### config.mk
export PLATFORM = sky130hd
export DESIGN_NAME = pool_window_feeder_flat
export DESIGN_NICKNAME = d
export VERILOG_FILES = /design/src/rtl/pool_window_feeder_if.sv /design/src/rtl/pool_window_feeder.sv /design/src/flat_wrapper.sv
export SDC_FILE = /design/constraint.sdc
export NUM_CORES = 1
export LEC_CHECK = 0
export BUFFER_PORTS_ARGS = -buffer_cell sky130_fd_sc_hd__buf_4
export CORE_MARGIN = 3
export CORE_UTILIZATION = 30
export DETAILED_ROUTE_END_ITERATION = 10
export GPL_TIMING_DRIVEN = 1
export PLACE_DENSITY_LB_ADDON = 0.08
export SLEW_MARGIN = 20
export SYNTH_ARGS = -nofsm -noshare
export SYNTH_HDL_FRONTEND = slang
export SYNTH_SLANG_ARGS = --single-unit
### constraint.sdc
create_clock -name clk -period 4.3 [get_ports clk]
set_input_delay 1.29 -clock clk [delete_from_list [all_inputs] [get_ports clk]]
set_output_delay 1.29 -clock clk [all_outputs]
set_load 0.02 [all_outputs]
### src/rtl/pool_window_feeder_if.sv
// Pixel-in / window-out bundle between the raster source, the window feeder and the pooling PE.
interface pool_window_feeder_if #(
    parameter int DATA_W = 16
);
    logic              start;
    logic [DATA_W-1:0] in_data;
    logic              in_valid;
    logic              in_ready;
    logic [DATA_W-1:0] win_data;
    logic              win_valid;
    logic              win_start;
    logic              win_last;
    logic              frame_done;
    logic              busy;

    modport master (
        input  start, in_data, in_valid,
        output in_ready, win_data, win_valid, win_start, win_last, frame_done, busy
    );

    modport slave (
        output start, in_data, in_valid,
        input  in_ready, win_data, win_valid, win_start, win_last, frame_done, busy
    );
endinterface

### src/rtl/pool_window_feeder.sv
// Reorders a raster feature map into serial 2x2 windows (TL,TR,BL,BR); first element 1 cycle after the BR pixel is taken.
// Input is stalled (in_ready=0) while a window streams out; the output never stalls.
module pool_window_feeder #(
    parameter int DATA_W = 16,
    parameter int IMG_W  = 8,
    parameter int IMG_H  = 8
) (
    input  logic                 clk,
    input  logic                 reset,
    pool_window_feeder_if.master bus
);
    localparam int COL_W = (IMG_W > 1) ? $clog2(IMG_W) : 1;
    localparam int ROW_W = $clog2(IMG_H) + 1;

    typedef enum logic [3:0] {
        IDLE, FILL, ACC0, ACC1, E0, E1, E2, E3, DONE
    } state_t;

    state_t            state, state_nxt;
    logic [COL_W-1:0]  col, col_p1;
    logic [ROW_W-1:0]  row;
    logic [DATA_W-1:0] lbuf [IMG_W];
    logic [DATA_W-1:0] bl, br;
    logic              xfer, col_end, win_end, row_end;

    logic              in_ready_d, win_valid_d, win_last_d, frame_done_d, busy_d;
    logic [DATA_W-1:0] win_data_d;
    logic              in_ready_q, win_valid_q, win_last_q, frame_done_q, busy_q;
    logic [DATA_W-1:0] win_data_q;

    assign xfer    = bus.in_valid & in_ready_q;
    assign col_p1  = col + COL_W'(1);
    assign col_end = (col == COL_W'(IMG_W - 1));
    assign win_end = (col == COL_W'(IMG_W - 2));
    assign row_end = (row == ROW_W'(IMG_H - 1));

    always_ff @(posedge clk) begin
        if (reset) state <= IDLE;
        else       state <= state_nxt;
    end

    always_comb begin
        state_nxt = state;
        case (state)
            IDLE: if (bus.start)          state_nxt = FILL;
            FILL: if (xfer && col_end)    state_nxt = ACC0;
            ACC0: if (xfer)               state_nxt = ACC1;
            ACC1: if (xfer)               state_nxt = E0;
            E0:                           state_nxt = E1;
            E1:                           state_nxt = E2;
            E2:                           state_nxt = E3;
            E3: begin
                if (!win_end)             state_nxt = ACC0;
                else if (row_end)         state_nxt = DONE;
                else                      state_nxt = FILL;
            end
            DONE:                         state_nxt = IDLE;
            default:                      state_nxt = IDLE;
        endcase
    end

    // Outputs are decoded from the next state and captured in flops, so every
    // port is driven straight from a register.
    always_comb begin
        in_ready_d   = 1'b0;
        win_valid_d  = 1'b0;
        win_last_d   = 1'b0;
        win_data_d   = '0;
        frame_done_d = 1'b0;
        busy_d       = (state_nxt != IDLE);
        case (state_nxt)
            FILL, ACC0, ACC1: in_ready_d = 1'b1;
            E0: begin win_valid_d = 1'b1; win_data_d = lbuf[col];    end
            E1: begin win_valid_d = 1'b1; win_data_d = lbuf[col_p1]; end
            E2: begin win_valid_d = 1'b1; win_data_d = bl;           end
            E3: begin win_valid_d = 1'b1; win_data_d = br; win_last_d = 1'b1; end
            DONE: frame_done_d = 1'b1;
            default: ;
        endcase
    end

    always_ff @(posedge clk) begin
        if (reset) begin
            in_ready_q   <= 1'b0;
            win_valid_q  <= 1'b0;
            win_last_q   <= 1'b0;
            win_data_q   <= '0;
            frame_done_q <= 1'b0;
            busy_q       <= 1'b0;
        end else begin
            in_ready_q   <= in_ready_d;
            win_valid_q  <= win_valid_d;
            win_last_q   <= win_last_d;
            win_data_q   <= win_data_d;
            frame_done_q <= frame_done_d;
            busy_q       <= busy_d;
        end
    end

    // Row counter briefly reaches IMG_H after the last window, then clears in DONE.
    always_ff @(posedge clk) begin
        if (reset) begin
            col <= '0;
            row <= '0;
        end else begin
            case (state)
                IDLE: if (bus.start) begin
                    col <= '0;
                    row <= '0;
                end
                FILL: if (xfer) begin
                    if (col_end) begin
                        col <= '0;
                        row <= row + ROW_W'(1);
                    end else begin
                        col <= col_p1;
                    end
                end
                E3: begin
                    if (!win_end) begin
                        col <= col + COL_W'(2);
                    end else begin
                        col <= '0;
                        row <= row + ROW_W'(1);
                    end
                end
                DONE: begin
                    col <= '0;
                    row <= '0;
                end
                default: ;
            endcase
        end
    end

    always_ff @(posedge clk) begin
        if (state == FILL && xfer) lbuf[col] <= bus.in_data;
        if (state == ACC0 && xfer) bl <= bus.in_data;
        if (state == ACC1 && xfer) br <= bus.in_data;
    end

    assign bus.in_ready   = in_ready_q;
    assign bus.win_valid  = win_valid_q;
    assign bus.win_last   = win_last_q;
    assign bus.win_data   = win_data_q;
    assign bus.frame_done = frame_done_q;
    assign bus.busy       = busy_q;
    assign bus.win_start  = busy_q;
endmodule

### src/flat_wrapper.sv
// flat-port wrapper written by rule: the top's interface ports become plain ports
module pool_window_feeder_flat 
#(
    parameter int DATA_W = 16,
    parameter int IMG_W  = 8,
    parameter int IMG_H  = 8
)
  (clk, reset, bus_start, bus_in_data, bus_in_valid, bus_in_ready, bus_win_data, bus_win_valid, bus_win_start, bus_win_last, bus_frame_done, bus_busy);
  pool_window_feeder_if #(.DATA_W(DATA_W)) bus_i ();
  input  logic clk;
  input  logic reset;
  input wire logic [$bits(bus_i.start)-1:0] bus_start;
  input wire logic [$bits(bus_i.in_data)-1:0] bus_in_data;
  input wire logic [$bits(bus_i.in_valid)-1:0] bus_in_valid;
  output wire logic [$bits(bus_i.in_ready)-1:0] bus_in_ready;
  output wire logic [$bits(bus_i.win_data)-1:0] bus_win_data;
  output wire logic [$bits(bus_i.win_valid)-1:0] bus_win_valid;
  output wire logic [$bits(bus_i.win_start)-1:0] bus_win_start;
  output wire logic [$bits(bus_i.win_last)-1:0] bus_win_last;
  output wire logic [$bits(bus_i.frame_done)-1:0] bus_frame_done;
  output wire logic [$bits(bus_i.busy)-1:0] bus_busy;
  assign bus_i.start = bus_start;
  assign bus_i.in_data = bus_in_data;
  assign bus_i.in_valid = bus_in_valid;
  assign bus_in_ready = bus_i.in_ready;
  assign bus_win_data = bus_i.win_data;
  assign bus_win_valid = bus_i.win_valid;
  assign bus_win_start = bus_i.win_start;
  assign bus_win_last = bus_i.win_last;
  assign bus_frame_done = bus_i.frame_done;
  assign bus_busy = bus_i.busy;
  pool_window_feeder #(.DATA_W(DATA_W), .IMG_W(IMG_W), .IMG_H(IMG_H)) u_core (.clk(clk), .reset(reset), .bus(bus_i));
endmodule
Word level (Yosys, flattened, before mapping)
Memory sizes are Yosys's and may differ from the RTL's. A register that Yosys moved wholly into a read port is not among the register bits.
Index checks and enable logic that the tools add are counted.
{ "totals": {"mem_count": 1, "ramBits": 128, "ff_bits": 64, "latch_bits": 0, "output_inout_bits": 22, "mem_bits_ro": 0} }
{ "mem_list": {"columns": ["memory", "depth", "width", "rd", "rd_clocked_by_memory_dff", "write_ports", "line_no", "rtl"], "rows": [
  ["u_core.lbuf", 8, 16, 2, 1, 1, "pool_window_feeder.sv:22", "logic [DATA_W-1:0] lbuf [IMG_W];"]
]} }
{ "classes": {"n_eq_ne": 23, "multipliers": 0, "muxes": 26, "n_reduce_logical": 11, "div": 0, "magnitude_cmp": 0, "addsub": 3, "shift": 0, "bitwise_logic": 1} }
{ "op_table": {"columns": ["cell", "count"], "rows": [
  ["$pmux 16 s4", 1],
  ["$mux 4", 10],
  ["$eq 4x3->1 const B", 9],
  ["$pmux 4 s8", 1],
  ["$mux 3", 6],
  ["$eq 4x2->1 const B", 4],
  ["$pmux 4 s4", 1],
  ["$pmux 3 s4", 1],
  ["$eq 4x1->1 const B", 2],
  ["$eq 4x4->1 const B", 2],
  ["$reduce_bool 4->1", 2],
  ["$eq 3x3->1 const B", 2],
  ["$mux 1", 6],
  ["$ne 2x1->1 const B", 3],
  ["$reduce_and 5->1", 1],
  ["$add 4x1->4 const B", 1],
  ["$logic_and 1x1->1", 4],
  ["$logic_not 4->1", 1],
  ["$reduce_or 4->1", 1],
  ["$add 3x1->3 const B", 1],
  ["$add 3x2->3 const B", 1],
  ["$reduce_and 3->1", 1],
  ["$reduce_or 3->1", 1],
  ["$ne 2x2->1 const B", 1],
  ["$and 1x1->1", 1]
]} }

Longest topological paths before layout
{ "depth": {"ltp_word": 7, "mapped_depth": 11} }

Least setup slack after synthesis
No wires, ideal clock.
{ "synth_path": {"path_kind": "input-to-reg", "startpoint": "input port bus_in_valid", "endpoint": "register u_core.bl[0], enable pin", "slack_ns": 0.871, "path_buffers": 0, "cell_stages": 2, "setup_time_ns": 0.430, "arrival_ns": 2.998, "cell_sequence": "nand3_2 -> nor4_1"} }
{ "synth_between": {"elab_chain_cells": 2} }
{ "synth_lines": {"columns": ["element", "line_no", "rtl"], "rows": [
  ["start: declaration", "flat_wrapper.sv:14", "input wire logic [$bits(bus_i.in_valid)-1:0] bus_in_valid;"],
  ["$and 1x1->1", "pool_window_feeder.sv:31", "assign xfer = bus.in_valid & in_ready_q;"],
  ["$logic_and 1x1->1", "pool_window_feeder.sv:138", "if (state == ACC0 && xfer) bl <= bus.in_data;"],
  ["end signal: assignment", "pool_window_feeder.sv:138", null],
  ["end: declaration", "pool_window_feeder.sv:23", "logic [DATA_W-1:0] bl, br;"]
]} }
No other way between the ends.
A chain may end at the register's enable or synchronous reset.

Final worst setup path
{ "layout_path": {"startpoint": "register u_core.col[0]", "endpoint": "register u_core.win_data_q[9], in the netlist u_core.bus.win_data[9]"} }
{ "layout_between": {"elab_chain_cells": 6, "word_cells_on_any_way": 13, "classes_between": "1 x add/sub; 6 x eq/ne; 4 x mux; 1 x reduce/logical; 1 x memory"} }
{ "layout_lines": {"columns": ["element", "line_no", "rtl"], "rows": [
  ["start: declaration", "pool_window_feeder.sv:20", "logic [COL_W-1:0] col, col_p1;"],
  ["start signal: assignment", "pool_window_feeder.sv:116", "col <= col_p1;"],
  ["start signal: assignment", "pool_window_feeder.sv:121", "col <= col + COL_W'(2);"],
  ["$eq 3x3->1", "pool_window_feeder.sv:33", "assign col_end = (col == COL_W'(IMG_W - 1));"],
  ["$logic_and 1x1->1", "pool_window_feeder.sv:46", "FILL: if (xfer && col_end) state_nxt = ACC0;"],
  ["$mux 4", "pool_window_feeder.sv:46", null],
  ["$pmux 4 s8", "pool_window_feeder.sv:44", "case (state)"],
  ["$eq 4x3->1", "pool_window_feeder.sv:71", "case (state_nxt)"],
  ["$pmux 16 s4 (*)", "pool_window_feeder.sv:71", null],
  ["end signal: assignment", "pool_window_feeder.sv:94", "win_data_q <= win_data_d;"],
  ["end: declaration", "pool_window_feeder.sv:29", "logic [DATA_W-1:0] win_data_q;"]
]} }
Mark *: on every way between the ends. The rest lies on a longest branch, timed or not.

==> metrics.yaml <==
status: "finished clean"
die_h_um: 176.4
routabilityCongestion: 0.7221
h-tree-depth: 4
min_period_ns: 3.234
synth_seq_cells: 195
yosys.area.top_type: "edfxtp_1"
hpwlAfterDp_um: 14410
hold_viol_final: 0
port_buffers: 41
io_pins: 42
nets: 650
drc: 0
syn_nets: 601
grt_usage: 0.1543
worst_r2r_startpoint: "u_core.col[0]"
ctsHoldBuffers: 0
crit_chain: "buf_4, inv_1, ha_1, buf_4, mux4_2, nand2_1, nand2_1, a221o_1"
grt_pass1_wl_um: 34910
cts_tree: "built"
arrival_ns: 3.55
coreArea_mm2: 0.02816
max_slew_margin: 0.3024
power_density_mw_per_mm2: 423.1
clock_skew_ns: 0.01343
ys_top_cells_by_count: "edfxtp_1, nand2_1, mux2i_1, dfxtp_1, mux4_2"
max_stage_delay_ns: 0.92
tightest_slew_ns: 1.045
synth_area_per_cell_um2: 15.19
cp_max_fo: 17
ant_nets: 0
drt-vias-per-instance: 5.192
finalCritPeriodShare: 0.7521
wl_per_cell_um: 23.30
required_ns: 4.61
synth_top_area_frac: 0.5519
worstRegToRegCells: 8
syn_to_final_growth_pct: 15.46
drv_slew: 0
dr.pass1.iters: 5
r2r_end: "u_core.bus.win_data[9]"
n_fill_cell: 2704
yosysMostFrequentCell: "edfxtp_1"
max_freq_mhz: 309.2
cp-end-kind: "register"
cp.depth: 8
cts_resized: 0
crit_family: "buffers and inverters"
cts_buffers: 17
hold-path-cell-count: 1
whs_endpoint: "u_core.bus.win_data[14]"
rsz0062_at_grt: "no"
cts_sinks: 195
leakagePower_nw: 3.354
cts.path.max_buffers: 2
clk_pin_slew_worst_paths_ns: 0.08
vias: 5259
synth_edf_count: 160
hp-start: "u_core.bl[14]"
finalSetupTns_ns: 0
drt-total-wl_um: 23600
ys_seq_area_frac: 0.6324
reg2reg_slack_ns: 1.07
drive_gt1_frac: 0.2583
antenna_found_initial: 0
initial_core_util: 0.3091
place_area_mm2: 0.009480
rows: 61
grt_max_degree: 39
fin_area_mm2: 0.01005
post_cts_buffers: 0
path_buf_inv: 3
multiInputGateArea_mm2: 0.002958
cap_violations: 0
cts_root_buf: "clkbuf_16"
register_area_mm2: 0.005509
synthArstFlopShare: 0
power_mw: 4.254
overflow: 0
hold_class: "reg -> reg"
clock_latency_ns: 0.43
synth_cell_types: 61
first_global_vias: 5325
synthCells: 573
finalSetupViolCount: 0
die-area_mm2: 0.03110
synth_area_leaders: "edfxtp_1, mux4_2, dfxtp_1, mux2i_1, nand2_1"
die_w_um: 176.4
synth-warning-count: 0
critical_path_class: "reg -> reg"
mappedNetlistArea_mm2: 0.008706
critical-path-slowest-cell: "ha_1"
ys.flop_type: "edfxtp_1"
startpoint_type: "register"
ir_drop_mv: 0.2229
drt_iter0_drc: 346
diodes: 0
-- logic make-up after synthesis --
logic type      Yosys count  synth area share
compound gates          101           0.09485
xor+xnor                  1          0.001006
fa+ha+maj                 8           0.01150
buf+inv                  45           0.03047
flops                   195            0.6324
mux                      82            0.1408
simple gates            141           0.08896
-- registers in the layout (all words and copies together) (netlist names), named ones only --
signal                 count
u_core.col                 3
u_core.br                 16
u_core.bus.win_valid       1
u_core.bus.in_ready        1
u_core.bl                 16
u_core.bus.win_last        1
u_core.state               4
u_core.bus.win_data       16
u_core.bus.frame_done      1
u_core.bus.busy            1
u_core.lbuf              128
u_core.row                 4
-- how the worst max path moves through the flow --
stage	to	slack, ns	startpoint
detailed placement	u_core.bus.win_data[6]	1.08	u_core.col[0]
CTS	u_core.bus.win_data[9]	1.05	u_core.col[0]
finish	u_core.bus.win_data[9]	1.07	u_core.col[0]
global route	u_core.bus.win_data[14]	0.90	u_core.col[0]
floorplan	u_core.bl[0]	0.87	bus_in_valid
global placement	u_core.bus.win_data[6]	1.11	u_core.col[0]
-- worst register-to-register path, delay by kind of cell, from the launching register on --
family / cells / cell delay, ns
buffers and inverters: 3 / 1.06
adder cells (fa/ha/maj): 1 / 0.93
multiplexers: 1 / 0.37
flip-flops: 1 / 0.35
AO/OA/AOI/OAI: 1 / 0.29
AND/OR/NAND/NOR: 2 / 0.14
-- report_power, final --
part / internal, mW / switching, mW
Clock: 0.776 / 0.768
Combinational: 0.254 / 0.318
Sequential: 2.07 / 0.0696
Total: 3.10 / 1.16
-- cell type report --
type | instances | area share
clock buffers | 18 | 0.04269
well taps | 378 | 0.04705
multi-input cells | 333 | 0.2943
repair buffers | 68 | 0.05116
inverters | 7 | 0.002614
flip-flops and latches | 195 | 0.5480
clock inverters | 14 | 0.01419
-- placed cells by master, fill, tap and decap left out, types with 4 or more instances in the layout --
cell type / instances
a32o_1: 13
a221o_2: 5
a211oi_1: 15
mux2i_1: 46
inv_1: 7
mux2_2: 4
nor2_1: 16
inv_8: 4
nor2b_1: 18
and2_1: 9
a31oi_1: 15
nand2_1: 57
inv_6: 4
nor3_1: 8
a221o_1: 11
nand3_1: 5
edfxtp_1: 160
buf_4: 67
ha_1: 7
a21oi_1: 9
dfxtp_1: 34
a2111oi_0: 4
clkbuf_16: 17
mux4_2: 32
a22oi_1: 14
-- per-layer routing --
metal,track usage,part of all wire
met5,0,0
met3,0.02602,0.030
met2,0.2591,0.50
met1,0.2121,0.46
met4,0.03175,0.0082
-- through the flow --
stage               utilization  setup WS (ns)  cells  hold slack (ns)
finish                   0.3569          1.066   1013           0.4735
global route             0.3569         0.8968   1013           0.4916
CTS                      0.3569          1.047   1013           0.4752
detailed placement       0.3366          1.082    981           0.4626
global placement         0.3362          1.106    980           0.4543
floorplan                     -         0.8713    573           0.4483
Power figures use the tool's default switching activity.
